File: src/rtl/seven_segment_pkg.sv
`default_nettype none
// ============================================================================
// Module      : seven_segment_pkg
// Description : Shared types and constants for the seven-segment scanner.
// Revision    : 1.0 - initial release
// ============================================================================
package seven_segment_pkg;

    typedef enum logic [0:0] {
        SCAN_BLANK = 1'b0,
        SCAN_ON    = 1'b1
    } scan_state_t;

    localparam logic [7:0] SEG_OFF  = 8'h00;
    localparam int         PWM_BITS = 4;

    // Counter width for a modulus of n, never narrower than one bit.
    function automatic int width_of(input int n);
        return (n > 1) ? $clog2(n) : 1;
    endfunction

endpackage
`default_nettype wire

File: src/rtl/scan_slot_timer.sv
`default_nettype none
// ============================================================================
// Module      : scan_slot_timer
// Description : Slot timer t (0..DIGIT_CYCLES-1) and slot index s (0..NUM-1)
//               with end-of-slot and end-of-frame strobes.
// Revision    : 1.0 - initial release
// ============================================================================
module scan_slot_timer
    import seven_segment_pkg::*;
#(
    parameter int DIGIT_CYCLES = 20,
    parameter int NUM          = 6
) (
    input  logic                              clock_i,
    input  logic                              reset_n_i,
    output logic [width_of(DIGIT_CYCLES)-1:0] t_o,
    output logic [width_of(NUM)-1:0]          s_o,
    output logic                              slot_wrap_o,
    output logic                              frame_wrap_o
);

    localparam int TW = width_of(DIGIT_CYCLES);
    localparam int SW = width_of(NUM);
    localparam logic [TW-1:0] T_LAST = TW'(DIGIT_CYCLES - 1);
    localparam logic [SW-1:0] S_LAST = SW'(NUM - 1);

    logic [TW-1:0] t_q, t_d;
    logic [SW-1:0] s_q, s_d;

    assign slot_wrap_o  = (t_q == T_LAST);
    assign frame_wrap_o = slot_wrap_o && (s_q == S_LAST);
    assign t_o          = t_q;
    assign s_o          = s_q;

    // Next-state: t wraps every slot, s advances on each t wrap.
    always_comb begin
        t_d = t_q + 1'b1;
        s_d = s_q;
        if (slot_wrap_o) begin
            t_d = '0;
            s_d = (s_q == S_LAST) ? '0 : s_q + 1'b1;
        end
    end

    // Timer registers.
    always_ff @(posedge clock_i or negedge reset_n_i) begin
        if (!reset_n_i) begin
            t_q <= '0;
            s_q <= '0;
        end else begin
            t_q <= t_d;
            s_q <= s_d;
        end
    end

endmodule
`default_nettype wire

File: src/rtl/seven_segment_scanner.sv
`default_nettype none
// ============================================================================
// Module      : seven_segment_scanner
// Description : Time-multiplexed multi-digit display driver with anti-ghost
//               blanking, 4-bit PWM brightness and per-frame pattern latch.
// Revision    : 1.0 - initial release
// ============================================================================
module seven_segment_scanner
    import seven_segment_pkg::*;
#(
    parameter int NUM          = 6,
    parameter int CLOCK_HZ     = 50000000,
    parameter int REFRESH_HZ   = 1000,
    parameter int BLANK_CYCLES = 64,
    parameter int ACTIVE_LOW   = 1
) (
    input  logic                     clock,
    input  logic                     reset_n,
    input  logic [NUM-1:0][7:0]      seven_segment,
    input  logic [PWM_BITS-1:0]      brightness,
    output logic [7:0]               segments_out,
    output logic [NUM-1:0]           digit_select,
    output logic                     frame_start
);

    localparam int NUM_SAFE     = (NUM >= 1) ? NUM : 1;
    localparam int DIGIT_CYCLES = CLOCK_HZ / (REFRESH_HZ * NUM_SAFE);
    localparam int TW           = width_of(DIGIT_CYCLES);
    localparam int SW           = width_of(NUM);
    localparam logic [TW-1:0]       BLANK_LAST = TW'((BLANK_CYCLES > 0) ? BLANK_CYCLES - 1 : 0);
    localparam logic [PWM_BITS-1:0] PWM_FULL   = {PWM_BITS{1'b1}};
    localparam logic [7:0]          SEG_INV    = {8{1'(ACTIVE_LOW != 0)}};
    localparam logic [NUM-1:0]      SEL_INV    = {NUM{1'(ACTIVE_LOW != 0)}};

    generate
        if (NUM < 1 || DIGIT_CYCLES < BLANK_CYCLES + 16) begin : g_param_check
            $error("seven_segment_scanner: need NUM >= 1 and DIGIT_CYCLES >= BLANK_CYCLES + 16");
        end
    endgenerate

    logic [TW-1:0] t;
    logic [SW-1:0] s;
    logic          slot_wrap;
    logic          frame_wrap;

    scan_slot_timer #(
        .DIGIT_CYCLES (DIGIT_CYCLES),
        .NUM          (NUM)
    ) u_timer (
        .clock_i      (clock),
        .reset_n_i    (reset_n),
        .t_o          (t),
        .s_o          (s),
        .slot_wrap_o  (slot_wrap),
        .frame_wrap_o (frame_wrap)
    );

    scan_state_t             state_q, state_d;
    logic [PWM_BITS-1:0]     p_q, p_d;
    logic [NUM-1:0][7:0]     frame_q;
    logic [PWM_BITS-1:0]     bright_q;
    logic                    first_q;     // high when t==0 and s==0 (frame latch cycle)
    logic [7:0]              seg_q, seg_d;
    logic [NUM-1:0]          sel_q, sel_d;
    logic                    fs_q;

    // In the latch cycle the incoming values are used directly so the
    // first output cycle of a frame already shows the new snapshot.
    logic [NUM-1:0][7:0]     frame_w;
    logic [PWM_BITS-1:0]     bright_w;
    logic [7:0]              pattern_w;
    logic [NUM-1:0]          onehot_w;

    assign frame_w  = first_q ? seven_segment : frame_q;
    assign bright_w = first_q ? brightness    : bright_q;

    // Select the current slot's pattern and its one-hot digit enable.
    always_comb begin
        pattern_w = SEG_OFF;
        onehot_w  = '0;
        for (int i = 0; i < NUM; i++) begin
            if (s == SW'(i)) begin
                pattern_w   = frame_w[i];
                onehot_w[i] = 1'b1;
            end
        end
    end

    // Scan FSM next state, PWM counter and unpolarised output values.
    always_comb begin
        state_d = state_q;
        p_d     = p_q;
        seg_d   = SEG_OFF;
        sel_d   = '0;
        case (state_q)
            SCAN_BLANK: if (BLANK_CYCLES == 0 || t == BLANK_LAST) state_d = SCAN_ON;
            SCAN_ON:    if (slot_wrap && BLANK_CYCLES != 0)       state_d = SCAN_BLANK;
            default:    state_d = SCAN_BLANK;
        endcase
        if (state_d == SCAN_ON && state_q != SCAN_ON) begin
            p_d = '0;
        end else if (state_q == SCAN_ON) begin
            p_d = p_q + 1'b1;
        end
        if (state_q == SCAN_ON) begin
            seg_d = pattern_w;
            if (bright_w == PWM_FULL || p_q < bright_w) begin
                sel_d = onehot_w;
            end
        end
    end

    // State, PWM, frame latch and polarised output registers.
    always_ff @(posedge clock or negedge reset_n) begin
        if (!reset_n) begin
            state_q  <= SCAN_BLANK;
            p_q      <= '0;
            frame_q  <= '0;
            bright_q <= '0;
            first_q  <= 1'b1;
            seg_q    <= SEG_OFF ^ SEG_INV;
            sel_q    <= SEL_INV;
            fs_q     <= 1'b0;
        end else begin
            state_q <= state_d;
            p_q     <= p_d;
            first_q <= frame_wrap;
            if (first_q) begin
                frame_q  <= seven_segment;
                bright_q <= brightness;
            end
            seg_q <= seg_d ^ SEG_INV;
            sel_q <= sel_d ^ SEL_INV;
            fs_q  <= first_q;
        end
    end

    assign segments_out = seg_q;
    assign digit_select = sel_q;
    assign frame_start  = fs_q;

endmodule
`default_nettype wire

File: config.mk
export PLATFORM = sky130hd
export DESIGN_NAME = seven_segment_scanner
export DESIGN_NICKNAME = d
export VERILOG_FILES = /design/src/rtl/seven_segment_pkg.sv /design/src/rtl/scan_slot_timer.sv /design/src/rtl/seven_segment_scanner.sv
export SDC_FILE = /design/constraint.sdc
export NUM_CORES = 1
export LEC_CHECK = 0
export CAP_MARGIN = 5
export CORE_ASPECT_RATIO = 1.75
export CORE_MARGIN = 10
export CORE_UTILIZATION = 25
export DETAILED_ROUTE_END_ITERATION = 10
export GPL_TIMING_DRIVEN = 0
export SKIP_CTS_REPAIR_TIMING = 1
export SKIP_LAST_GASP = 1
export SYNTH_ARGS = -nofsm -noshare
export SYNTH_HDL_FRONTEND = slang
export SYNTH_SLANG_ARGS = --single-unit
File: constraint.sdc
create_clock -name clock -period 3 [get_ports clock]
set_input_delay 0.9 -clock clock [delete_from_list [all_inputs] [get_ports clock]]
set_output_delay 0.9 -clock clock [all_outputs]
set_load 0.02 [all_outputs]
# Word-level counts from Yosys, hierarchy flattened
# Index checks and enable logic that the tools add are counted.
[word_totals]
reg_bits = 90
inputBits = 54
elab_cells = 59
[classes]
bitwise_logic = 3
order_cmp = 1
eq_ne = 8
reduce_logical = 5
n_addsub = 3
muxes = 24
[ops]
columns = ["cell", "count"]
rows = [
  ["$mux W8", 7],
  ["$mux W48", 1],
  ["$add A14 B1 Y14 const B", 1],
  ["$eq A14 B14 Y1 const B", 1],
  ["$eq A14 B6 Y1 const B", 1],
  ["$mux W14", 1],
  ["$mux W4", 3],
  ["$mux W6", 2],
  ["$mux W1", 8],
  ["$not A8 Y8", 1],
  ["$eq A3 B2 Y1 const B", 2],
  ["$eq A3 B3 Y1 const B", 2],
  ["$not A6 Y6", 1],
  ["$add A4 B1 Y4 const B", 1],
  ["$eq A4 B4 Y1 const B", 1],
  ["$lt A4 B4 Y1", 1],
  ["$add A3 B1 Y3 const B", 1],
  ["$eq A3 B1 Y1 const B", 1],
  ["$logic_not A3 Y1", 1],
  ["$mux W3", 1],
  ["$logic_and A1 B1 Y1", 2],
  ["$pmux W1 S2", 1],
  ["$reduce_bool A2 Y1", 1],
  ["$logic_or A1 B1 Y1", 1],
  ["$not A1 Y1", 1],
]

# Longest topological paths before layout
# Gate-level depths: netlist of the first run.
[logic_depth]
ltp_word = 9
mapped_depth = 9
mapped_depth_nobuf = 6

# Cells and area by module
# A second synthesis of the first run with hierarchy kept.
[hier_totals]
hier_cells = 328
hier_area_um2 = 4225.3
[modules_own_cells]
columns = ["module", "instances", "area_each_um2", "cells_each", "seq_area_each_um2"]
rows = [
  ["seven_segment_scanner", 1, 3395.8, 251, 1845.5],
  ["scan_slot_timer", 1, 829.5, 77, 425.4],
]

# Worst setup path after synthesis of the first run
# No wires, ideal clock.
[synth_timing]
path_type = "reg-to-reg"
startpoint = "register first_q"
endpoint = "register sel_q[2] (netlist: digit_select[2])"
n_path_buf = 3
required_ps = 2899
setup_time_ps = 101
t_arrival_ps = 2139
stages_incl_launch_ff = 9
synth_period_minus_slack_ps = 2240
slack_ps = 760
cell_sequence = "dfstp_2 -> buf_4 -> buf_4 -> buf_2 -> mux2i_1 -> ha_1 -> or3_1 -> o211ai_1 -> nand4_1"
[synth_between]
elab_chain_len = 6
word_cells_on_any_way = 7
cone_classes = "1 x order compare; 1 x eq/ne; 3 x mux; 1 x bitwise; 1 x reduce/logical"
[synth_lines]
columns = ["element", "line_no", "text"]
rows = [
  ["start, declared", "seven_segment_scanner.sv:62", "logic first_q;"],
  ["start signal, assigned", "seven_segment_scanner.sv:127", "first_q <= frame_wrap;"],
  ["$mux W4 *", "n/a", ""],
  ["$lt A4 B4 Y1 / $eq A4 B4 Y1 (equally long branches)", "seven_segment_scanner.sv:107", "if (bright_w == PWM_FULL || p_q < bright_w) begin"],
  ["$logic_or A1 B1 Y1 *", "seven_segment_scanner.sv:107", ""],
  ["$mux W6 *", "seven_segment_scanner.sv:107", ""],
  ["$mux W6 *", "seven_segment_scanner.sv:105", "if (state_q == SCAN_ON) begin"],
  ["$not A6 Y6 (no source line) *", "n/a", ""],
  ["end signal, assigned", "seven_segment_scanner.sv:133", "sel_q <= sel_d ^ SEL_INV;"],
  ["end, declared", "seven_segment_scanner.sv:64", "logic [NUM-1:0] sel_q, sel_d;"],
]
# Mark *: on every way between the ends. The rest lies on a longest branch, timed or not.
# A chain may end at the register's enable or synchronous reset.

# Worst setup path after layout of the first run
[layout_timing]
startpoint = "register first_q"
endpoint = "register sel_q[5] (netlist: digit_select[5])"
# Same word-level chain as after synthesis.

==> qor.tcl, run 1 <==
set qor(status) {finished, final reports clean}
set qor(synth_area_per_cell_um2) 12.4
set qor(globalRoute.totalOverflow) 0
set qor(power.net_switching_mw) 0.471
set qor(worst-r2r-cell-count) 8
set qor(whs_path_depth) 0
set qor(timing.critical_path.fanout_max) 10
set qor(holdCritStartpoint) {first_q}
set qor(ys_ff_latch) 90
set qor(detailedRoute.firstPassIterationCount) 4
set qor(cts-buffers-inserted) 9
set qor(design_power_total_mw) 2.34
set qor(ys.warnings.count) 0
set qor(finalSetupViolations) 0
set qor(maximum_number_of_pins_on_one_net_before_global_route_repair) 54
set qor(starting_density_of_the_core_pct) 25.4
set qor(drt-wirelength-per-cell_um) 17.5
set qor(tritoncts_clock_tree) {done}
set qor(multi_input_comb_area_um2) 1610
set qor(worst-endpoint-required_ps) 3220
set qor(grt_pass1_vias) 3070
set qor(post_synth_inst_count) 324
set qor(r2r-end) {digit_select[5]}
set qor(final_max_slew_viol_count) 0
set qor(routed_wl_um) 10500
set qor(switching_share_pct) 20.2
set qor(timing.critical_path.cells) {buf_4 -> buf_4 -> buf_2 -> mux2i_1 -> ha_1 -> a21boi_1 -> o211ai_1 -> nand3_1}
set qor(min_period_ps) 2800
set qor(synth.cell_area_um2) 4030
set qor(worst_setup_path_start_kind) {register}
set qor(max_freq_mhz) 357
set qor(synthTopCellsByArea) {sky130_fd_sc_hd__dfrtp_1 (47%), sky130_fd_sc_hd__dfstp_2 (9.8%), sky130_fd_sc_hd__mux2_2 (8.7%)}
set qor(floorplan.die.width_um) 116
set qor(regToRegSetupSlack_ps) 200
set qor(synth_nets) 385
set qor(cellLeakagePower_nw) 2.32
set qor(vias_per_cell) 4.66
set qor(core-area_um2) 15900
set qor(synth_sequential_area_ratio_pct) 56.3
set qor(synth_top_cell_by_area) {sky130_fd_sc_hd__dfrtp_1}
set qor(fp-row-count) 61
set qor(drive_above_1_share_pct) 19.6
set qor(drcViolationCount) 0
set qor(finalHoldWorstSlack_ps) 404
set qor(measured_slew_at_the_worst_slew_check_pin_ps) 808
set qor(filler_cell_count) 1600
set qor(globalRouteTotalUtil_pct) 9.81
set qor(finalHoldViolations) 0
set qor(dieArea_um2) 21800
set qor(peakVddDrop_uv) 199
set qor(final_common_cell) {sky130_fd_sc_hd__dfrtp_1}
set qor(power.internal_mw) 1.86
set qor(clock_path_buffers) 2
set qor(route.vias.total) 2788
set qor(power.share.clock_pct) 43.7
set qor(critical_path_buf_inv_count) 3
set qor(clockRootBuffer) {sky130_fd_sc_hd__clkbuf_16}
set qor(cp_slowest_cell) {sky130_fd_sc_hd__dfstp_2}
set qor(area_delta_synth_final_pct) 30.0
set qor(insertion_delay_ps) 330
set qor(reg2reg_from) {first_q}
set qor(finish.net_count) 465
set qor(crit_family) {buffers and inverters}
set qor(cts.htree.levels) 3
set qor(slew-limit-headroom_pct) 46.0
set qor(detailedPlacementHpwl_um) 8200
set qor(worst_hold_path_type) {register to register}
set qor(crit_path_max_incr_delay_ps) 530
set qor(final.period_utilization_pct) 93.4
set qor(mostFrequentLayoutCells) {sky130_fd_sc_hd__dfrtp_1 (75), sky130_fd_sc_hd__clkdlybuf4s50_1 (67), sky130_fd_sc_hd__mux2_2 (31)}
set qor(unrepaired_setup_endpoints_after_global_routing) {no}
set qor(path_clk_slew_ps) 60
set qor(max_cap_violations) 0
set qor(crit_path_end_kind) {register}
set qor(power.share.sequential_pct) 52.0
set qor(ys_dominant_reg_cell) {sky130_fd_sc_hd__dfrtp_1}
set qor(io-pin-count) 69
set qor(antennaDiodeCount) 0
set qor(global_route_wire_length_before_repair_um) 16400
set qor(seqCellArea_um2) 2270
set qor(place.gp.congestion) 0.823
set qor(hold_end) {frame_start}
set qor(drtAntennaViolNets) 0
set qor(antenna_found_initial) 0
set qor(worst-setup-path-type) {register to register}
set qor(asyncSetResetFlopFracSynth_pct) 100
set qor(worst_clock_skew_ps) 6.21
set qor(buffer_ports.inserted) 68
set qor(power_density_over_the_cells_nw_per_um2) 446
set qor(share_comb_of_total_power_pct) 4.3
set qor(synth_edf_count) 0
set qor(worst_ep_arrival_time_ps) 3020
set qor(die-height_um) 188
set qor(worst_path_most_repeated_cell) {sky130_fd_sc_hd__buf_4}
set qor(synth_top_area_share_pct) 46.6
set qor(synth_cell_type_count) 47
set qor(drt_first_iter_violations) 139
set qor(cts_num_sinks) 90
## final cells by class
| type | count | area share [%] |
|---|---|---|
| Timing Repair Buffer | 69 | 13.5 |
| Clock buffer | 14 | 4.85 |
| Buffer | 17 | 1.91 |
| Tap cell | 189 | 4.51 |
| Inverter | 14 | 1.00 |
| Multi-Input combinational cell | 203 | 30.7 |
| Sequential cell | 90 | 43.3 |
| Clock inverter | 2 | 0.263 |
## sequential cells by signal, summed over array words and instances, names as in the netlist
register	count
frame_q	48
bright_q	4
u_timer.t_o	14
state_q	1
segments_out	8
first_q	1
u_timer.s_o	3
p_q	4
frame_start	1
digit_select	6
## logic make-up after synthesis
kind of cell	count (synthesis)	synth area share [%]
AOI/OAI and AO/OA	57	10.2
xor gates and xnor gates	12	2.61
adders and majority gates	7	2.17
buffers and inverters	31	3.79
DFF	90	56.3
muxes	53	14.7
and+or+nand+nor	74	10.2
## worst max-delay path by stage
stage | to | slack, ps | depth (start not counted) | startpoint
floorplan | digit_select[2] | 760 | 8 | first_q
CTS | digit_select[5] | 150 | 8 | first_q
global route | digit_select[5] | 50 | 8 | first_q
detailed placement | digit_select[5] | 110 | 6 | brightness[1]
finish | digit_select[5] | 200 | 8 | first_q
global placement | frame_q[26] | -2180 | 1 | reset_n
## worst register-to-register path: cells and delay by family, from the launching register on
family                   cells  cell delay [ps]
multiplexers                 1              320
AO/OA/AOI/OAI                2              590
adder cells (fa/ha/maj)      1              280
flip-flops                   1              530
AND/OR/NAND/NOR              1              210
buffers and inverters        3              760
## metrics by stage
step / setup WS, ps / area [um^2] / setup TNS [ps] / utilization [%] / cells
2_1_floorplan: 760 / 4030 / 0 / - / 324
3_3_place_gp: -2180 / 4950 / -179440 / 31.2 / 581
3_5_place_dp: 114 / 4970 / 0 / 31.3 / 582
4_1_cts: 148 / 5240 / 0 / 33.0 / 598
5_1_grt: 47.2 / 5240 / 0 / 33.0 / 598
6_report: 197 / 5240 / 0 / 33.0 / 598
## Yosys cell counts, drive strengths merged (4+ instances only)
cell / number
a31o: 16
a32oi: 5
buf: 11
clkbuf: 6
dfrtp: 75
dfstp: 15
ha: 7
inv: 14
mux2: 50
nand2: 17
nand3: 18
nand4: 4
nor2: 11
nor3: 6
o21ai: 22
o21bai: 4
or3: 4
xnor2: 6
xor2: 6
## per-layer routing
layer  global-route usage [%]  vias up  routed length, um  part of all wire, %
met5                        0        -                  0                    0
met4                     4.21        0                265                  2.5
met3                     3.29       16                610                  5.8
met2                     17.8       64               5740                   55
met1                     9.71     1389               3870                   37
li1                         -     1319                  -                    -
## power by group through the flow
stage                     Combinational (mW)  Sequential (mW)  Clock (mW)
after floorplan                      0.00103             1.24           0
after global placement                0.0986             1.24           0
after detailed placement               0.104             1.24           0
after CTS                              0.105             1.21        1.05
after global routing                   0.110             1.21        1.10
final                                  0.101             1.21        1.02
No activity file was read; power rests on OpenSTA's default activity.
==> run 2, diff against run 1 <==
--- a/config.mk
+++ b/config.mk
@@ -7,7 +7,6 @@
 export LEC_CHECK = 0
 export CAP_MARGIN = 5
 export CORE_ASPECT_RATIO = 1.75
-export CORE_MARGIN = 10
 export CORE_UTILIZATION = 25
 export DETAILED_ROUTE_END_ITERATION = 10
 export GPL_TIMING_DRIVEN = 0
==> qor.tcl, run 2 (same netlist as run 1, synthesis figures left out) <==
set qor(insertion_delay_ps) 340
set qor(worst_hold_path_type) {register to register}
set qor(drtAntennaViolNets) 0
set qor(drive_above_1_share_pct) 20.3
set qor(path_clk_slew_ps) 60
set qor(worst_setup_path_start_kind) {register}
set qor(global_route_wire_length_before_repair_um) 15600
set qor(crit_path_end_kind) {register}
set qor(globalRoute.totalOverflow) 0
set qor(grt_pass1_vias) 2997
set qor(worst-setup-path-type) {register to register}
set qor(whs_path_depth) 0
set qor(drt-wirelength-per-cell_um) 16.5
set qor(finalHoldViolations) 0
set qor(area_delta_synth_final_pct) 31.3
set qor(worst_clock_skew_ps) 7.49
set qor(regToRegSetupSlack_ps) 270
set qor(placement_stage_worst_setup_slack_ps) 123
set qor(floorplan.die.width_um) 98.0
set qor(reg2reg_from) {first_q}
set qor(cts_num_sinks) 90
set qor(power.internal_mw) 2.01
set qor(cell_area_reported_after_detailed_placement_um2) 4970
set qor(place.gp.congestion) 0.798
set qor(dieArea_um2) 16700
set qor(die-height_um) 170
set qor(max_cap_violations) 0
set qor(drcViolationCount) 4
set qor(share_comb_of_total_power_pct) 4.1
set qor(max_freq_mhz) 366
set qor(worst_path_most_repeated_cell) {sky130_fd_sc_hd__buf_4}
set qor(crit_path_max_incr_delay_ps) 530
set qor(power.net_switching_mw) 0.507
set qor(switching_share_pct) 20.1
set qor(core-area_um2) 15800
set qor(status) {finished with violations}
set qor(routed_wl_um) 9900
set qor(final.period_utilization_pct) 91.1
set qor(finish.net_count) 465
set qor(mostFrequentLayoutCells) {sky130_fd_sc_hd__dfrtp_1 (75), sky130_fd_sc_hd__clkdlybuf4s50_1 (67), sky130_fd_sc_hd__mux2_2 (31)}
set qor(globalRouteTotalUtil_pct) 12.5
set qor(holdCritStartpoint) {first_q}
set qor(buffer_ports.inserted) 68
set qor(r2r-end) {digit_select[5]}
set qor(final_common_cell) {sky130_fd_sc_hd__dfrtp_1}
set qor(register_bank_with_the_most_flops) {frame_q}
set qor(measured_slew_at_the_worst_slew_check_pin_ps) 758
set qor(finalSetupViolations) 0
set qor(starting_density_of_the_core_pct) 25.5
set qor(failing_checks) {DRC}
set qor(tritoncts_clock_tree) {done}
set qor(clock_path_buffers) 2
set qor(hold_end) {frame_start}
set qor(slew-limit-headroom_pct) 49.4
set qor(cts-buffers-inserted) 9
set qor(detailedPlacementHpwl_um) 7650
set qor(min_period_ps) 2730
set qor(worst-endpoint-required_ps) 3220
set qor(final.setup.worst_slack_ps) 266
set qor(power.share.sequential_pct) 48.2
set qor(io-pin-count) 69
set qor(cellLeakagePower_nw) 2.34
set qor(worst-r2r-cell-count) 8
set qor(unrepaired_setup_endpoints_after_global_routing) {no}
set qor(cts.htree.levels) 3
set qor(drt_first_iter_violations) 160
set qor(power.share.clock_pct) 47.7
set qor(fp-row-count) 61
set qor(final_core_util_pct) 33.5
set qor(clockRootBuffer) {sky130_fd_sc_hd__clkbuf_16}
set qor(cp_slowest_cell) {sky130_fd_sc_hd__dfstp_2}
set qor(vias_per_cell) 4.73
set qor(antenna_found_initial) 0
set qor(timing.critical_path.fanout_max) 10
set qor(route.vias.total) 2826
set qor(largest_register_ffs) 48
set qor(fin_area_um2) 5290
set qor(peakVddDrop_uv) 296
set qor(antennaDiodeCount) 0
set qor(final_max_slew_viol_count) 0
set qor(timing.critical_path.cells) {buf_4 -> buf_4 -> buf_2 -> mux2i_1 -> ha_1 -> or3_1 -> o211ai_1 -> nand3_1}
set qor(maximum_number_of_pins_on_one_net_before_global_route_repair) 65
set qor(detailedRoute.firstPassIterationCount) 8
set qor(worst_ep_arrival_time_ps) 2960
set qor(power_density_over_the_cells_nw_per_um2) 476
==> run 2: final cells by class <==
class | count | area, um^2
Buffer | 17 | 100
Clock buffer | 10 | 229
Clock inverter | 6 | 90.1
Fill cell | 1533 | 10500
Inverter | 14 | 52.6
Multi-Input combinational cell | 203 | 1610
Sequential cell | 90 | 2270
Tap cell | 189 | 236
Timing Repair Buffer | 69 | 706
==> run 2: worst max-delay path by stage <==
stage	from	to	slack, ps	cells past startpoint
floorplan	first_q	digit_select[2]	760	8
global placement	reset_n	u_timer.t_o[12]	-2160	1
detailed placement	brightness[1]	digit_select[5]	120	6
CTS	first_q	digit_select[5]	200	8
global route	first_q	digit_select[5]	60	8
finish	first_q	digit_select[5]	270	8
==> run 2: metrics by stage <==
stage	TNS, ps	power (mW)	std cells	hold WS, ps
finish	0	2.52	598	403
global route	0	2.59	598	412
CTS	0	2.55	598	405
detailed placement	0	1.34	582	392
global placement	-178180	1.34	581	393
floorplan	0	1.24	324	389
==> run 2: power groups by stage <==
stage	sequential [mW]	clock [mW]	combinational [mW]
after CTS	1.21	1.23	0.107
after detailed placement	1.24	0	0.106
after global routing	1.21	1.27	0.112
after floorplan	1.24	0	0.00103
after global placement	1.24	0	0.101
final	1.21	1.20	0.103
==> run 2: critical path, delay by kind of cell, from the launching register on <==
family / cells / cell delay, ps
mux: 1 / 150
buf+inv: 3 / 740
compound gates: 1 / 440
flops: 1 / 530
simple gates: 2 / 570
fa+ha+maj: 1 / 190
==> run 2: per-layer routing <==
layer	GRT usage (%)	part of all wire [%]
met5	0	0
met4	6.52	2.7
met2	24.4	57
met1	12.2	36
met3	2.63	3.9
==> run 3, diff against run 2 <==
--- a/config.mk
+++ b/config.mk
@@ -5,11 +5,11 @@
 export SDC_FILE = /design/constraint.sdc
 export NUM_CORES = 1
 export LEC_CHECK = 0
-export CAP_MARGIN = 5
 export CORE_ASPECT_RATIO = 1.75
-export CORE_UTILIZATION = 25
+export CORE_UTILIZATION = 53
 export DETAILED_ROUTE_END_ITERATION = 10
 export GPL_TIMING_DRIVEN = 0
+export PLACE_DENSITY = 0.8
 export SKIP_CTS_REPAIR_TIMING = 1
 export SKIP_LAST_GASP = 1
 export SYNTH_ARGS = -nofsm -noshare
==> qor.tcl, run 3 (same netlist as run 1, synthesis figures left out) <==
set qor(status) {finished, final reports clean}
set qor(final_common_cell) {sky130_fd_sc_hd__dfrtp_1}
set qor(cp_slowest_cell) {sky130_fd_sc_hd__dfstp_2}
set qor(timing.critical_path.cells) {buf_4 -> buf_4 -> buf_2 -> mux2i_1 -> ha_1 -> or3_1 -> o211ai_1 -> nand3_1}
set qor(worst-r2r-cell-count) 8
set qor(max_freq_mhz) 375
set qor(starting_density_of_the_core_pct) 55.3
set qor(fin_area_um2) 5190
set qor(finalHoldViolations) 0
set qor(r2r-end) {digit_select[0]}
set qor(whs_path_depth) 0
set qor(routed_wl_um) 9230
set qor(holdCritStartpoint) {first_q}
set qor(hold_end) {frame_start}
set qor(crit_path_end_kind) {register}
set qor(drive_above_1_share_pct) 20.5
set qor(min_period_ps) 2670
set qor(drt-wirelength-per-cell_um) 18.6
set qor(insertion_delay_ps) 350
set qor(slew-limit-headroom_pct) 53.3
set qor(highest_utilization_routing_layer_at_the_global_route_stage) {met2}
set qor(place.gp.congestion) 0.819
set qor(design_power_total_mw) 2.60
set qor(worst-setup-path-type) {register to register}
set qor(worst_setup_path_start_kind) {register}
set qor(io-pin-count) 69
set qor(peakVddDrop_uv) 397
set qor(clockRootBuffer) {sky130_fd_sc_hd__clkbuf_16}
set qor(globalRoute.totalOverflow) 0
set qor(area_delta_synth_final_pct) 28.6
set qor(route.vias.total) 2861
set qor(final_max_slew_viol_count) 0
set qor(reg2reg_from) {first_q}
set qor(dieArea_um2) 7970
set qor(antenna_found_initial) 0
set qor(final.period_utilization_pct) 89.0
set qor(floorplan.die.width_um) 67.9
set qor(grt_pass1_vias) 3018
set qor(tritoncts_clock_tree) {done}
set qor(cts_num_sinks) 90
set qor(global_route_wire_length_before_repair_um) 14700
set qor(cts-buffers-inserted) 9
set qor(unrepaired_setup_endpoints_after_global_routing) {no}
set qor(max_cap_violations) 0
set qor(path_clk_slew_ps) 70
set qor(drt_first_iter_violations) 215
set qor(finalSetupViolations) 0
set qor(cts.htree.levels) 3
set qor(crit_family) {buffers and inverters}
set qor(drtAntennaViolNets) 0
set qor(worst-endpoint-required_ps) 3240
set qor(power_density_over_the_cells_nw_per_um2) 501
set qor(globalRouteTotalUtil_pct) 25.4
set qor(antennaDiodeCount) 0
set qor(grt.met3_usage_pct) 5.06
set qor(worst_hold_path_type) {register to register}
set qor(critical_path_buf_inv_count) 3
set qor(multi_input_comb_area_um2) 1610
set qor(seqCellArea_um2) 2270
set qor(maximum_number_of_pins_on_one_net_before_global_route_repair) 73
set qor(filler_cell_count) 524
set qor(gr-usage-met2_pct) 43.9
set qor(cell_area_reported_after_detailed_placement_um2) 4840
set qor(detailedRoute.firstPassIterationCount) 4
set qor(measured_slew_at_the_worst_slew_check_pin_ps) 698
set qor(drcViolationCount) 0
set qor(die-height_um) 117
set qor(grt_use_met1_pct) 27.2
set qor(timing.critical_path.fanout_max) 10
set qor(buffer_ports.inserted) 68
set qor(worst_ep_arrival_time_ps) 2910
set qor(core-area_um2) 7280
set qor(regToRegSetupSlack_ps) 330
set qor(fp-row-count) 41
set qor(cellLeakagePower_nw) 2.35
set qor(largest_register_ffs) 48
set qor(mostFrequentLayoutCells) {sky130_fd_sc_hd__dfrtp_1 (75), sky130_fd_sc_hd__clkdlybuf4s50_1 (67), sky130_fd_sc_hd__mux2_2 (31)}
set qor(worst_path_most_repeated_cell) {sky130_fd_sc_hd__buf_4}
set qor(worst_clock_skew_ps) 8.29
set qor(critical_path_cell_count) 8
set qor(detailedPlacementHpwl_um) 6660
set qor(register_bank_with_the_most_flops) {frame_q}
set qor(clock_path_buffers) 2
set qor(vias_per_cell) 5.78
set qor(crit_path_max_incr_delay_ps) 530
set qor(finish.net_count) 465
run 3: layout make-up:
type,instances,area share [%]
flip-flops and latches,90,43.8
multi-input cells,203,31.0
repair buffers,69,13.6
clock buffers,9,4.34
clock inverters,7,2.24
well taps,86,2.07
plain buffers,17,1.93
inverters,14,1.01
run 3: worst register-to-register path: stages, from the launching register on:
cell and delay (ps):
sky130_fd_sc_hd__dfstp_2 530, sky130_fd_sc_hd__buf_4 180, sky130_fd_sc_hd__buf_4 220, sky130_fd_sc_hd__buf_2 320, sky130_fd_sc_hd__mux2i_1 150, sky130_fd_sc_hd__ha_1 200, sky130_fd_sc_hd__or3_1 360, sky130_fd_sc_hd__o211ai_1 450
sky130_fd_sc_hd__nand3_1 160
run 3: metrics by stage:
step           hold WS (ps)  std cells  worst slack [ps]  util [%]  setup TNS [ps]
2_1_floorplan           389        324               760         -               0
3_3_place_gp            392        478             -2070      66.2         -170330
3_5_place_dp            396        479               223      66.5               0
4_1_cts                 403        495               318      71.2               0
5_1_grt                 409        495               227      71.2               0
6_report                396        495               331      71.2               0
run 3: worst max-delay path by stage:
stage                        from         endpoint  slack (ps)
global placement          reset_n      frame_q[26]       -2070
global route              first_q  digit_select[3]         230
finish                    first_q  digit_select[0]         330
floorplan                 first_q  digit_select[2]         760
CTS                       first_q  digit_select[0]         320
detailed placement  brightness[1]  digit_select[0]         220
run 3: power by group:
group | total (mW) | switching [mW] | internal [mW]
clock network | 1.28 | 0.472 | 0.813
registers | 1.21 | 0 | 1.21
logic | 0.0992 | 0.0351 | 0.0641
total | 2.60 | 0.507 | 2.09
run 3: routing by layer:
| metal | vias up | part of all wire [%] |
|---|---|---|
| met2 | 75 | 56 |
| met5 | - | 0 |
| met3 | 30 | 3.6 |
| met4 | 0 | 4.5 |
| met1 | 1434 | 36 |
| li1 | 1322 | - |
